--- src/rtl/mem_port_arbiter.sv ---
// mem_port_arbiter
// Shares one single-port unified memory between instruction fetch and the
// data stage. One transaction is in flight at a time. Data requests win
// arbitration unless the data streak has reached MAX_D_STREAK while an
// instruction request waits, in which case fetch is served.
//
// Ports:
//   clk, rst_n                       clock, asynchronous active-low reset
//   i_req_i/i_addr_i                 instruction read request
//   i_gnt_o/i_rvalid_o/i_rdata_o     instruction grant, read response
//   d_req_i/d_we_i/d_addr_i/d_wdata_i  data request (read or write)
//   d_gnt_o/d_rvalid_o/d_wdone_o/d_rdata_o  data grant, read/write response
//   mem_req_o/mem_we_o/mem_addr_o/mem_wdata_o  memory request side
//   mem_ready_i/mem_rvalid_i/mem_rdata_i       memory handshake and response
module mem_port_arbiter #(
    parameter int ADDR_W       = 32,
    parameter int DATA_W       = 32,
    parameter int MAX_D_STREAK = 4
) (
    input  logic              clk,
    input  logic              rst_n,
    input  logic              i_req_i,
    input  logic [ADDR_W-1:0] i_addr_i,
    output logic              i_gnt_o,
    output logic              i_rvalid_o,
    output logic [DATA_W-1:0] i_rdata_o,
    input  logic              d_req_i,
    input  logic              d_we_i,
    input  logic [ADDR_W-1:0] d_addr_i,
    input  logic [DATA_W-1:0] d_wdata_i,
    output logic              d_gnt_o,
    output logic              d_rvalid_o,
    output logic              d_wdone_o,
    output logic [DATA_W-1:0] d_rdata_o,
    output logic              mem_req_o,
    output logic              mem_we_o,
    output logic [ADDR_W-1:0] mem_addr_o,
    output logic [DATA_W-1:0] mem_wdata_o,
    input  logic              mem_ready_i,
    input  logic              mem_rvalid_i,
    input  logic [DATA_W-1:0] mem_rdata_i
);

    typedef enum logic [1:0] {
        ST_IDLE = 2'd0,
        ST_REQ  = 2'd1,
        ST_WAIT = 2'd2
    } state_t;

    localparam logic [3:0] STREAK_MAX = 4'(MAX_D_STREAK);

    state_t            state_r;
    state_t            state_nxt_s;
    logic              d_win_s;
    logic              i_win_s;
    logic              streak_full_s;
    logic [3:0]        streak_r;
    logic [3:0]        streak_nxt_s;
    logic              owner_d_r;
    logic              mem_req_r;
    logic              mem_we_r;
    logic [ADDR_W-1:0] mem_addr_r;
    logic [DATA_W-1:0] mem_wdata_r;
    logic              i_rvalid_r;
    logic              d_rvalid_r;
    logic              d_wdone_r;
    logic [DATA_W-1:0] i_rdata_r;
    logic [DATA_W-1:0] d_rdata_r;

    // State register
    always_ff @(posedge clk or negedge rst_n) begin
        if (!rst_n) begin
            state_r <= ST_IDLE;
        end else begin
            state_r <= state_nxt_s;
        end
    end

    // Arbitration: grants are a same-cycle handshake with the held request,
    // so they are decoded from the current state and requests.
    always_comb begin
        d_win_s       = 1'b0;
        i_win_s       = 1'b0;
        streak_full_s = i_req_i && (streak_r == STREAK_MAX);
        if (state_r == ST_IDLE) begin
            if (d_req_i && !streak_full_s) begin
                d_win_s = 1'b1;
            end else if (i_req_i) begin
                i_win_s = 1'b1;
            end else begin
                i_win_s = 1'b0;
            end
        end else begin
            d_win_s = 1'b0;
            i_win_s = 1'b0;
        end
    end

    // Next-state logic
    always_comb begin
        state_nxt_s = state_r;
        case (state_r)
            ST_IDLE: begin
                if (d_win_s || i_win_s) begin
                    state_nxt_s = ST_REQ;
                end else begin
                    state_nxt_s = ST_IDLE;
                end
            end
            ST_REQ: begin
                if (mem_ready_i) begin
                    state_nxt_s = mem_we_r ? ST_IDLE : ST_WAIT;
                end else begin
                    state_nxt_s = ST_REQ;
                end
            end
            ST_WAIT: begin
                if (mem_rvalid_i) begin
                    state_nxt_s = ST_IDLE;
                end else begin
                    state_nxt_s = ST_WAIT;
                end
            end
            default: state_nxt_s = ST_IDLE;
        endcase
    end

    // Streak counter update: only data grants with a waiting fetch count up
    always_comb begin
        streak_nxt_s = streak_r;
        if (i_win_s) begin
            streak_nxt_s = 4'd0;
        end else if (d_win_s && i_req_i) begin
            streak_nxt_s = (streak_r >= STREAK_MAX) ? STREAK_MAX : (streak_r + 4'd1);
        end else if (d_win_s) begin
            streak_nxt_s = 4'd0;
        end else begin
            streak_nxt_s = streak_r;
        end
    end

    // Request capture, memory-side outputs and response registers
    always_ff @(posedge clk or negedge rst_n) begin
        if (!rst_n) begin
            streak_r    <= 4'd0;
            owner_d_r   <= 1'b0;
            mem_req_r   <= 1'b0;
            mem_we_r    <= 1'b0;
            mem_addr_r  <= {ADDR_W{1'b0}};
            mem_wdata_r <= {DATA_W{1'b0}};
            i_rvalid_r  <= 1'b0;
            d_rvalid_r  <= 1'b0;
            d_wdone_r   <= 1'b0;
            i_rdata_r   <= {DATA_W{1'b0}};
            d_rdata_r   <= {DATA_W{1'b0}};
        end else begin
            streak_r   <= streak_nxt_s;
            i_rvalid_r <= 1'b0;
            d_rvalid_r <= 1'b0;
            d_wdone_r  <= 1'b0;
            if (d_win_s) begin
                owner_d_r   <= 1'b1;
                mem_req_r   <= 1'b1;
                mem_we_r    <= d_we_i;
                mem_addr_r  <= d_addr_i;
                mem_wdata_r <= d_wdata_i;
            end else if (i_win_s) begin
                owner_d_r   <= 1'b0;
                mem_req_r   <= 1'b1;
                mem_we_r    <= 1'b0;
                mem_addr_r  <= i_addr_i;
                mem_wdata_r <= {DATA_W{1'b0}};
            end else if ((state_r == ST_REQ) && mem_ready_i) begin
                mem_req_r <= 1'b0;
                d_wdone_r <= mem_we_r;
            end else if ((state_r == ST_WAIT) && mem_rvalid_i) begin
                // Response is routed to whichever port owns the transaction
                if (owner_d_r) begin
                    d_rdata_r  <= mem_rdata_i;
                    d_rvalid_r <= 1'b1;
                end else begin
                    i_rdata_r  <= mem_rdata_i;
                    i_rvalid_r <= 1'b1;
                end
            end else begin
                mem_req_r <= mem_req_r;
            end
        end
    end

    assign i_gnt_o     = i_win_s;
    assign d_gnt_o     = d_win_s;
    assign i_rvalid_o  = i_rvalid_r;
    assign i_rdata_o   = i_rdata_r;
    assign d_rvalid_o  = d_rvalid_r;
    assign d_wdone_o   = d_wdone_r;
    assign d_rdata_o   = d_rdata_r;
    assign mem_req_o   = mem_req_r;
    assign mem_we_o    = mem_we_r;
    assign mem_addr_o  = mem_addr_r;
    assign mem_wdata_o = mem_wdata_r;

endmodule
--- config.mk ---
export PLATFORM = sky130hd
export DESIGN_NAME = mem_port_arbiter
export DESIGN_NICKNAME = d
export VERILOG_FILES = /design/src/rtl/mem_port_arbiter.sv
export SDC_FILE = /design/constraint.sdc
export NUM_CORES = 1
export LEC_CHECK = 0
export BUFFER_PORTS_ARGS = -buffer_cell sky130_fd_sc_hd__clkbuf_2
export CORE_MARGIN = 2
export CORE_UTILIZATION = 30
export CTS_BUF_LIST = sky130_fd_sc_hd__clkbuf_16
export DETAILED_ROUTE_END_ITERATION = 16
export SYNTH_ARGS = -nofsm -noshare
export SYNTH_HDL_FRONTEND = slang
export SYNTH_SLANG_ARGS = --single-unit
--- constraint.sdc ---
create_clock -name clk -period 2.4 [get_ports clk]
set_input_delay 0.48 -clock clk [delete_from_list [all_inputs] [get_ports clk]]
set_output_delay 0.48 -clock clk [all_outputs]
set_load 0.05 [all_outputs]
## Word-level counts from Yosys, hierarchy flattened

Cells that the tools add are included.
Widths: inputs -> output; s select.

- Bits of input ports: 135
- Register bits after elaboration: 140
- Logic and storage cells: 71

- Bitwise logic cells: 4
- Reduce and logical (&&, ||, !) cells: 13
- Muxes and demuxes: 37
- $lt $le $gt $ge: 1
- Eq/ne operators: 3
- $add $sub $neg: 1

Operators with widths:

| kind | number |
|---|---|
| $mux 32 | 4 |
| $mux 1 | 25 |
| $mux 4 | 4 |
| $reduce_and 5->1 | 2 |
| $mux 2 | 3 |
| $pmux 2 s3 | 1 |
| $reduce_bool 3->1 | 2 |
| $logic_and 1x1->1 | 5 |
| $add 4x1->4 const B | 1 |
| $eq 4x3->1 const B | 1 |
| $ge 4x3->1 const B | 1 |
| $not 1->1 | 4 |
| $eq 2x1->1 const B | 1 |
| $eq 2x2->1 const B | 1 |
| $logic_not 2->1 | 1 |
| $reduce_bool 2->1 | 1 |
| $logic_not 1->1 | 1 |
| $logic_or 1x1->1 | 1 |

## Longest topological paths before layout

Gate-level depths: netlist (run 1).

- Word-level depth: 9
- Depth in mapped cells: 7
- Gate-level depth less buffers: 5

## Least setup slack after synthesis (run 1)

OpenSTA, ideal clock, no wires.

- Kind: register to output
- Start: register streak_r[0]
- End: output i_gnt_o
- Stages on the path, launching flop included: 7
- Path slack: 0.167 ns
- Path buffers: 1
- Data arrival time: 1.753 ns
- Data required time: 1.920 ns
- Cells stage by stage: dfrtp_1 -> inv_1 -> ha_1 -> and3b_1 -> o21a_1 -> clkbuf_1 -> and2_1

- Word-level cells in the longest chain between the ends: 6

RTL lines:

| what | RTL line | source |
|---|---|---|
| start: declaration | 57 | `logic [3:0] streak_r;` |
| start signal: assignment | 157 | `streak_r <= streak_nxt_s;` |
| $eq 4x3->1 | 84 | `streak_full_s = i_req_i && (streak_r == STREAK_MAX);` |
| $logic_and 1x1->1 | 84 |  |
| $logic_not 1->1 | 86 | `if (d_req_i && !streak_full_s) begin` |
| $logic_and 1x1->1 | 86 |  |
| $mux 1 | 86 |  |
| $mux 1 | 85 | `if (state_r == ST_IDLE) begin` |
| end: declaration | 24 | `output logic i_gnt_o,` |

No other way between the ends.

## Final worst setup path (run 1)

- Start: register streak_r[0]
- End: output d_gnt_o

- Word-level cells in the longest chain between the ends: 6

RTL lines:

| what | RTL line | source |
|---|---|---|
| $eq 4x3->1 | 84 |  |
| $logic_and 1x1->1 | 84 |  |
| $logic_not 1->1 | 86 |  |
| $logic_and 1x1->1 | 86 |  |
| $mux 1 | 86 |  |
| $mux 1 | 85 |  |
| end: declaration | 31 | `output logic d_gnt_o,` |

No other way between the ends.

==> results.py, run 1 <==
metrics = {
    "critical_path": {
        "reg2reg_slack_ns": 0.50,
        "slowest_stage": "dfrtp_1",
        "crit_type": "flip-flop to output pin",
        "cp_max_fo": 4,
        "path_buf_inv": 2,
        "slowest_delay_ns": 0.35,
        "crit_required_ns": 1.92,
        "startpoint_type": "flip-flop",
        "endpoint_kind": "output pin",
        "cp_top_family": "flip-flops",
        "crit_chain": "inv_1 -> ha_1 -> and3b_2 -> a211oi_4 -> buf_12",
        "cp.arrival_ns": 1.80,
    },
    "clocking": {
        "cts_buffer_depth": 2,
        "h-tree-depth": 4,
        "clk_pin_slew_ns": 0.06,
        "cts_hold_buffers": 0,
        "cts.sinks": 140,
        "post-cts-setup-buffers": 0,
        "cts_tree": "done",
        "clockRootBuffer": "clkbuf_16",
        "cts_buffers": 17,
        "post_cts_resized": 0,
        "clock_latency_ns": 0.42,
    },
    "route": {
        "drt_iter0_drc": 165,
        "routedWlPerCell_um": 15.26,
        "avgViaCountPerCell": 4.727,
        "dr_total_vias": 4481,
        "drt-pass1-iter-count": 10,
        "routed_wl_um": 14470,
        "drc": 1,
        "drtAntennaViolNets": 0,
    },
    "synthesis": {
        "yosysWarnings": 0,
        "synth_simple_gate_area_frac": 0.06264,
        "synth_common_cells": "dfrtp_1, nor2_1, mux2_2",
        "synth_top_family_by_area": "compound AO/OA/AOI/OAI gates",
        "postSynthAreaPerCell_um2": 12.84,
        "synth-compound-area-share": 0.1433,
        "yosysTopAreaCellShare": 0.6242,
        "synth_adder_area_share": 0.004458,
        "yosysTopAreaCell": "dfrtp_1",
        "yosysMostFrequentCell": "dfrtp_1",
        "netlist_area_um2": 5613,
        "syn_nets": 574,
        "synth_flop_cell": "dfrtp_1",
        "synthMuxAreaShare": 0.1304,
        "postSynthCellCount": 437,
        "synth_edf_count": 0,
        "yosys.cell_types.count": 28,
        "synth-xor-area-share": 0,
        "post_synth_main_area_contributors": "dfrtp_1, mux2_2, a22o_1, a221oi_1, nor2_1",
        "async_reset_ff_frac": 1.000,
        "ys_ff_latch": 140,
        "ys_seq_area_frac": 0.6242,
    },
    "finish": {
        "insertedDiodeCount": 0,
        "drive_gt1_frac": 0.5378,
        "fillers": 1812,
        "nets": 838,
        "postLayoutCoreUtil": 0.4224,
        "syn2layout_area_growth_pct": 39.37,
    },
    "pwr": {
        "pwr-share-seq": 0.291,
        "powerDensity_nw_per_um2": 1769,
        "total_power_w": 0.01383,
        "pwr-share-clk": 0.189,
        "p_sw_frac": 0.5046,
        "switching_power_w": 0.006981,
        "internal_power_w": 0.006854,
        "power_frac_comb": 0.520,
        "power_leakage_nw": 3.969,
        "ir_worst_vdd_mv": 0.6222,
    },
    "die": {
        "die_h_um": 140.8,
        "start_util": 0.3031,
        "die-area_um2": 19820,
        "row_count": 50,
        "die_w_um": 140.8,
        "io_pins": 270,
        "core_um2": 18520,
    },
    "run_status": {
        "violations": "design-rule violations",
        "status": "complete, but fails checks",
    },
    "job": {
        "max-cap-violations": 0,
    },
    "global_route": {
        "grt_start_max_net_pins": 67,
        "grt_pass1_vias": 4359,
        "grtUsageTotal": 0.1469,
        "grt-ovfl-total": 0,
        "grt_pass1_wl_um": 23080,
        "antenna_found_initial": 0,
    },
    "placed_design": {
        "portBuffers": 269,
        "hpwl_um": 10040,
        "gp_congestion": 0.7341,
    },
    "timing": {
        "finalCriticalPeriod_ns": 2.280,
        "min_period_over_period": 0.9501,
        "whs_ns": 0.007551,
        "fin_tns_setup_ns": 0,
        "worst_slew_pin_slew_ns": 0.6283,
        "skew_ns": 0.01319,
        "hold_violations": 0,
        "relSlewSlack": 0.5811,
        "drv_slew": 0,
        "max_freq_mhz": 438.6,
        "grt_setup_unrepaired": "no",
        "finalSetupViolCount": 0,
    },
    "worst_hold_path": {
        "hold_path_class": "input port to asynchronous set/reset pin",
    },
}
==> sequential cells by signal, indices dropped and copies added (netlist names) <==
register and cells:
i_rvalid_o 1, i_rdata_o 32, d_wdone_o 1, d_rvalid_o 1, mem_we_o 1, mem_addr_o 32, d_rdata_o 32, state_r 2
mem_req_o 1, mem_wdata_o 32, streak_r 4, owner_d_r 1
==> power by group through the flow <==
stage / combinational [W] / sequential (W) / clock (W)
after floorplan: 0.00195 / 0.00761 / 0
after global placement: 0.00721 / 0.00407 / 0
after detailed placement: 0.00727 / 0.00406 / 0
after CTS: 0.00727 / 0.00403 / 0.00270
after global routing: 0.00760 / 0.00416 / 0.00282
final: 0.00719 / 0.00403 / 0.00261
==> per-layer routing <==
layer	GRT usage	share of wire	up-vias
met5	0	0	-
met4	0.05053	0.013	0
met3	0.04484	0.072	12
met2	0.2313	0.46	201
met1	0.1934	0.45	2150
li1	-	-	2118
==> metrics by stage <==
| stage | setup slack (ns) | area (µm²) | cells |
|---|---|---|---|
| after floorplan | 0.1669 | 5613 | 437 |
| after global placement | 0.4672 | 7228 | 916 |
| after detailed placement | 0.4450 | 7228 | 916 |
| after CTS | 0.01033 | 7819 | 948 |
| after global routing | 0.009355 | 7823 | 948 |
| final | 0.1198 | 7823 | 948 |
==> worst paths after layout <==
kind,start,endpoint,cells after the start
worst max-delay path,streak_r[0],d_gnt_o,5
worst min-delay path,rst_n,d_rdata_o[5],1
worst max register to register,streak_r[0],mem_wdata_o[5],6
worst min register to register,mem_wdata_o[19],mem_wdata_o[19],1
max in group asynchronous,rst_n,mem_wdata_o[12],2
min in group clk,d_wdata_i[31],mem_wdata_o[31],2
==> cell type report <==
type / count / area (µm²) / share of cell area
Clock buffer: 17 / 425.4 / 0.05438
Clock inverter: 15 / 165.2 / 0.02111
Inverter: 4 / 15.01 / 0.001919
Multi-Input combinational cell: 257 / 1936 / 0.2474
Sequential cell: 140 / 3503 / 0.4479
Tap cell: 234 / 292.8 / 0.03743
Timing Repair Buffer: 281 / 1485 / 0.1899
==> cell usage in the layout (no fill, tap or decap), types with 3 or more instances in the layout <==
master	n
a221oi_1	32
inv_1	4
clkinv_4	6
mux2_2	65
nor2_1	67
dfrtp_1	140
a21oi_1	32
a22o_1	34
buf_4	11
clkbuf_2	266
clkbuf_16	17
nand2_1	5
buf_12	3
==> logic make-up after synthesis <==
family,count (synthesis)
and+or+nand+nor,84
buffers and inverters,40
adders and majority gates,2
AOI/OAI and AO/OA,106
DFF,140
muxes,65
No activity file was read; power rests on OpenSTA's default activity.
==> run 2: changes to the inputs <==
CTS_BUF_LIST = sky130_fd_sc_hd__clkbuf_4   (was sky130_fd_sc_hd__clkbuf_16)
==> run 2 against run 1 <==
The run still ends with design-rule violations left. Wire length grew 0.30%. Cell count grew 1.1%. Maximum frequency shrank 1.3%. Hold slack gained 0.16 ns. Global-route usage grew 0.090 points.
==> results.py, run 2 (synthesis results as in run 1) <==
metrics = {
    "run_status": {
        "status": "complete, but fails checks",
        "violations": "design-rule violations",
    },
    "timing": {
        "min_period_over_period": 0.9623,
        "finalSetupViolCount": 0,
        "drv_slew": 0,
        "worst_slew_pin_slew_ns": 0.6279,
        "whs_ns": 0.1689,
        "relSlewSlack": 0.5814,
        "skew_ns": 0.01262,
        "hold_violations": 0,
        "max_freq_mhz": 433.0,
        "grt_setup_unrepaired": "yes",
        "finalCriticalPeriod_ns": 2.310,
    },
    "die": {
        "die_w_um": 140.8,
        "die_h_um": 140.8,
        "row_count": 50,
        "io_pins": 270,
        "start_util": 0.3031,
        "die-area_um2": 19820,
        "core_um2": 18520,
    },
    "finish": {
        "drive_gt1_frac": 0.5491,
        "final_common_cell": "clkbuf_2",
        "fillers": 1827,
        "syn2layout_area_growth_pct": 35.80,
        "layout_common_cells": "clkbuf_2, dfrtp_1, nor2_1",
        "nets": 847,
        "finalNonFillerCells": 958,
    },
    "pwr": {
        "powerDensity_nw_per_um2": 1692,
        "ir_worst_vdd_mv": 0.6611,
        "power_leakage_nw": 3.884,
    },
    "critical_path": {
        "slowest_delay_ns": 0.37,
        "reg2reg_slack_ns": 0.49,
        "startpoint_type": "flip-flop",
        "startpoint": "streak_r[1]",
        "cp_max_fo": 3,
        "cp_top_family": "simple AND/OR/NAND/NOR gates",
        "slowest_stage": "dfrtp_1",
        "crit_type": "flip-flop to output pin",
        "cp.arrival_ns": 1.83,
        "path_buf_inv": 2,
        "crit_chain": "inv_1 -> ha_4 -> and3b_2 -> o21a_1 -> and2_4 -> buf_8",
        "worstReg2RegStart": "streak_r[1]",
        "endpoint_kind": "output pin",
        "crit_required_ns": 1.92,
    },
    "job": {
        "max-cap-violations": 0,
    },
    "route": {
        "drt-pass1-iter-count": 10,
        "drt_iter0_drc": 190,
        "dr_total_vias": 4481,
        "highest_layer": "met4",
        "met2_length_um": 6715,
        "routedWlPerCell_um": 15.15,
        "avgViaCountPerCell": 4.677,
        "dr_wl_met3_um": 1091,
        "routed_wl_um": 14510,
        "drc": 1,
        "drtAntennaViolNets": 0,
        "drt-met1-wl_um": 6565,
    },
    "global_route": {
        "grt_pass1_wl_um": 23140,
        "grt_pass1_vias": 4378,
        "grt_start_max_net_pins": 67,
        "grtUsageTotal": 0.1478,
        "grt-ovfl-total": 0,
        "antenna_found_initial": 1,
    },
    "clocking": {
        "clk_pin_slew_ns": 0.13,
        "clockRootBuffer": "clkbuf_4",
        "cts.sinks": 140,
        "h-tree-depth": 4,
        "clock_latency_ns": 0.53,
        "cts_tree": "done",
        "cts_buffers": 17,
        "cts_buffer_depth": 2,
    },
    "worst_hold_path": {
        "hold_path_class": "input port to flip-flop",
        "worstHoldStart": "d_wdata_i[31]",
    },
    "placed_design": {
        "hpwl_um": 10040,
        "portBuffers": 269,
        "dp.cells": 916,
        "gp_congestion": 0.7341,
    },
}
## run 2: cell types whose count changed in the layout (fill, tap and decap cells not counted), moves of 2 or more
cell,delta
clkbuf_16,-17
dfrtp_1,-2
buf_4,+7
dfrtp_2,+2
clkbuf_4,+17
## run 2: final cells by class
type                    count  area (µm²)  area share
flip-flops and latches    140        3506      0.4599
repair buffers            290        1563      0.2050
well taps                 234       292.8     0.03841
clock buffers              17       127.6     0.01674
multi-input cells         257        1951      0.2559
diodes                      1       2.502   0.0003283
inverters                   4       15.01    0.001970
clock inverters            15       165.2     0.02167
## run 2: through the flow
step | TNS, ns | instance area [µm²] | power, W | worst slack (ns) | util
floorplan | 0 | 5613 | 0.009561 | 0.1669 | -
global placement | 0 | 7228 | 0.01128 | 0.4672 | 0.3903
detailed placement | 0 | 7228 | 0.01132 | 0.4450 | 0.3903
CTS | -0.01593 | 7591 | 0.01302 | -0.01593 | 0.4099
global route | -0.1026 | 7622 | 0.01363 | -0.05519 | 0.4116
finish | 0 | 7622 | 0.01289 | 0.09050 | 0.4116
## run 2: metal layers
metal	GRT usage	up-vias
met4	0.04105	0
met3	0.05163	8
li1	-	2133
met1	0.1928	2151
met2	0.2347	189
met5	0	-
## run 2: final timing paths
check | end | depth (start not counted)
worst min register to register | mem_wdata_o[19] | 1
worst max register to register | mem_wdata_o[11] | 7
worst max-delay path | i_gnt_o | 6
min in group asynchronous | i_rdata_o[7] | 2
max in group asynchronous | mem_wdata_o[12] | 3
worst min-delay path | mem_wdata_o[31] | 2
## run 2: worst reg2reg max path, stage by stage (launching register included)
cell and delay, ns:
dfrtp_1 0.37, inv_1 0.07, ha_4 0.15, and3b_2 0.22, a211oi_4 0.32, buf_4 0.17
buf_4 0.33, a22o_1 0.23
## run 2: power breakdown
group          switching (W)  internal, W
clock network       0.000937     0.000635
registers           0.000560      0.00343
logic                0.00539      0.00195
total                0.00688      0.00601
## run 2: repair_timing
action,4_1_cts,5_1_grt
endpoints found under the setup margin,2,2
hold endpoints to repair,48,0
pin swaps,3,1
hold buffers,1,0
resized for setup,7,3
buffers inserted,6,2
gates cloned,0,0
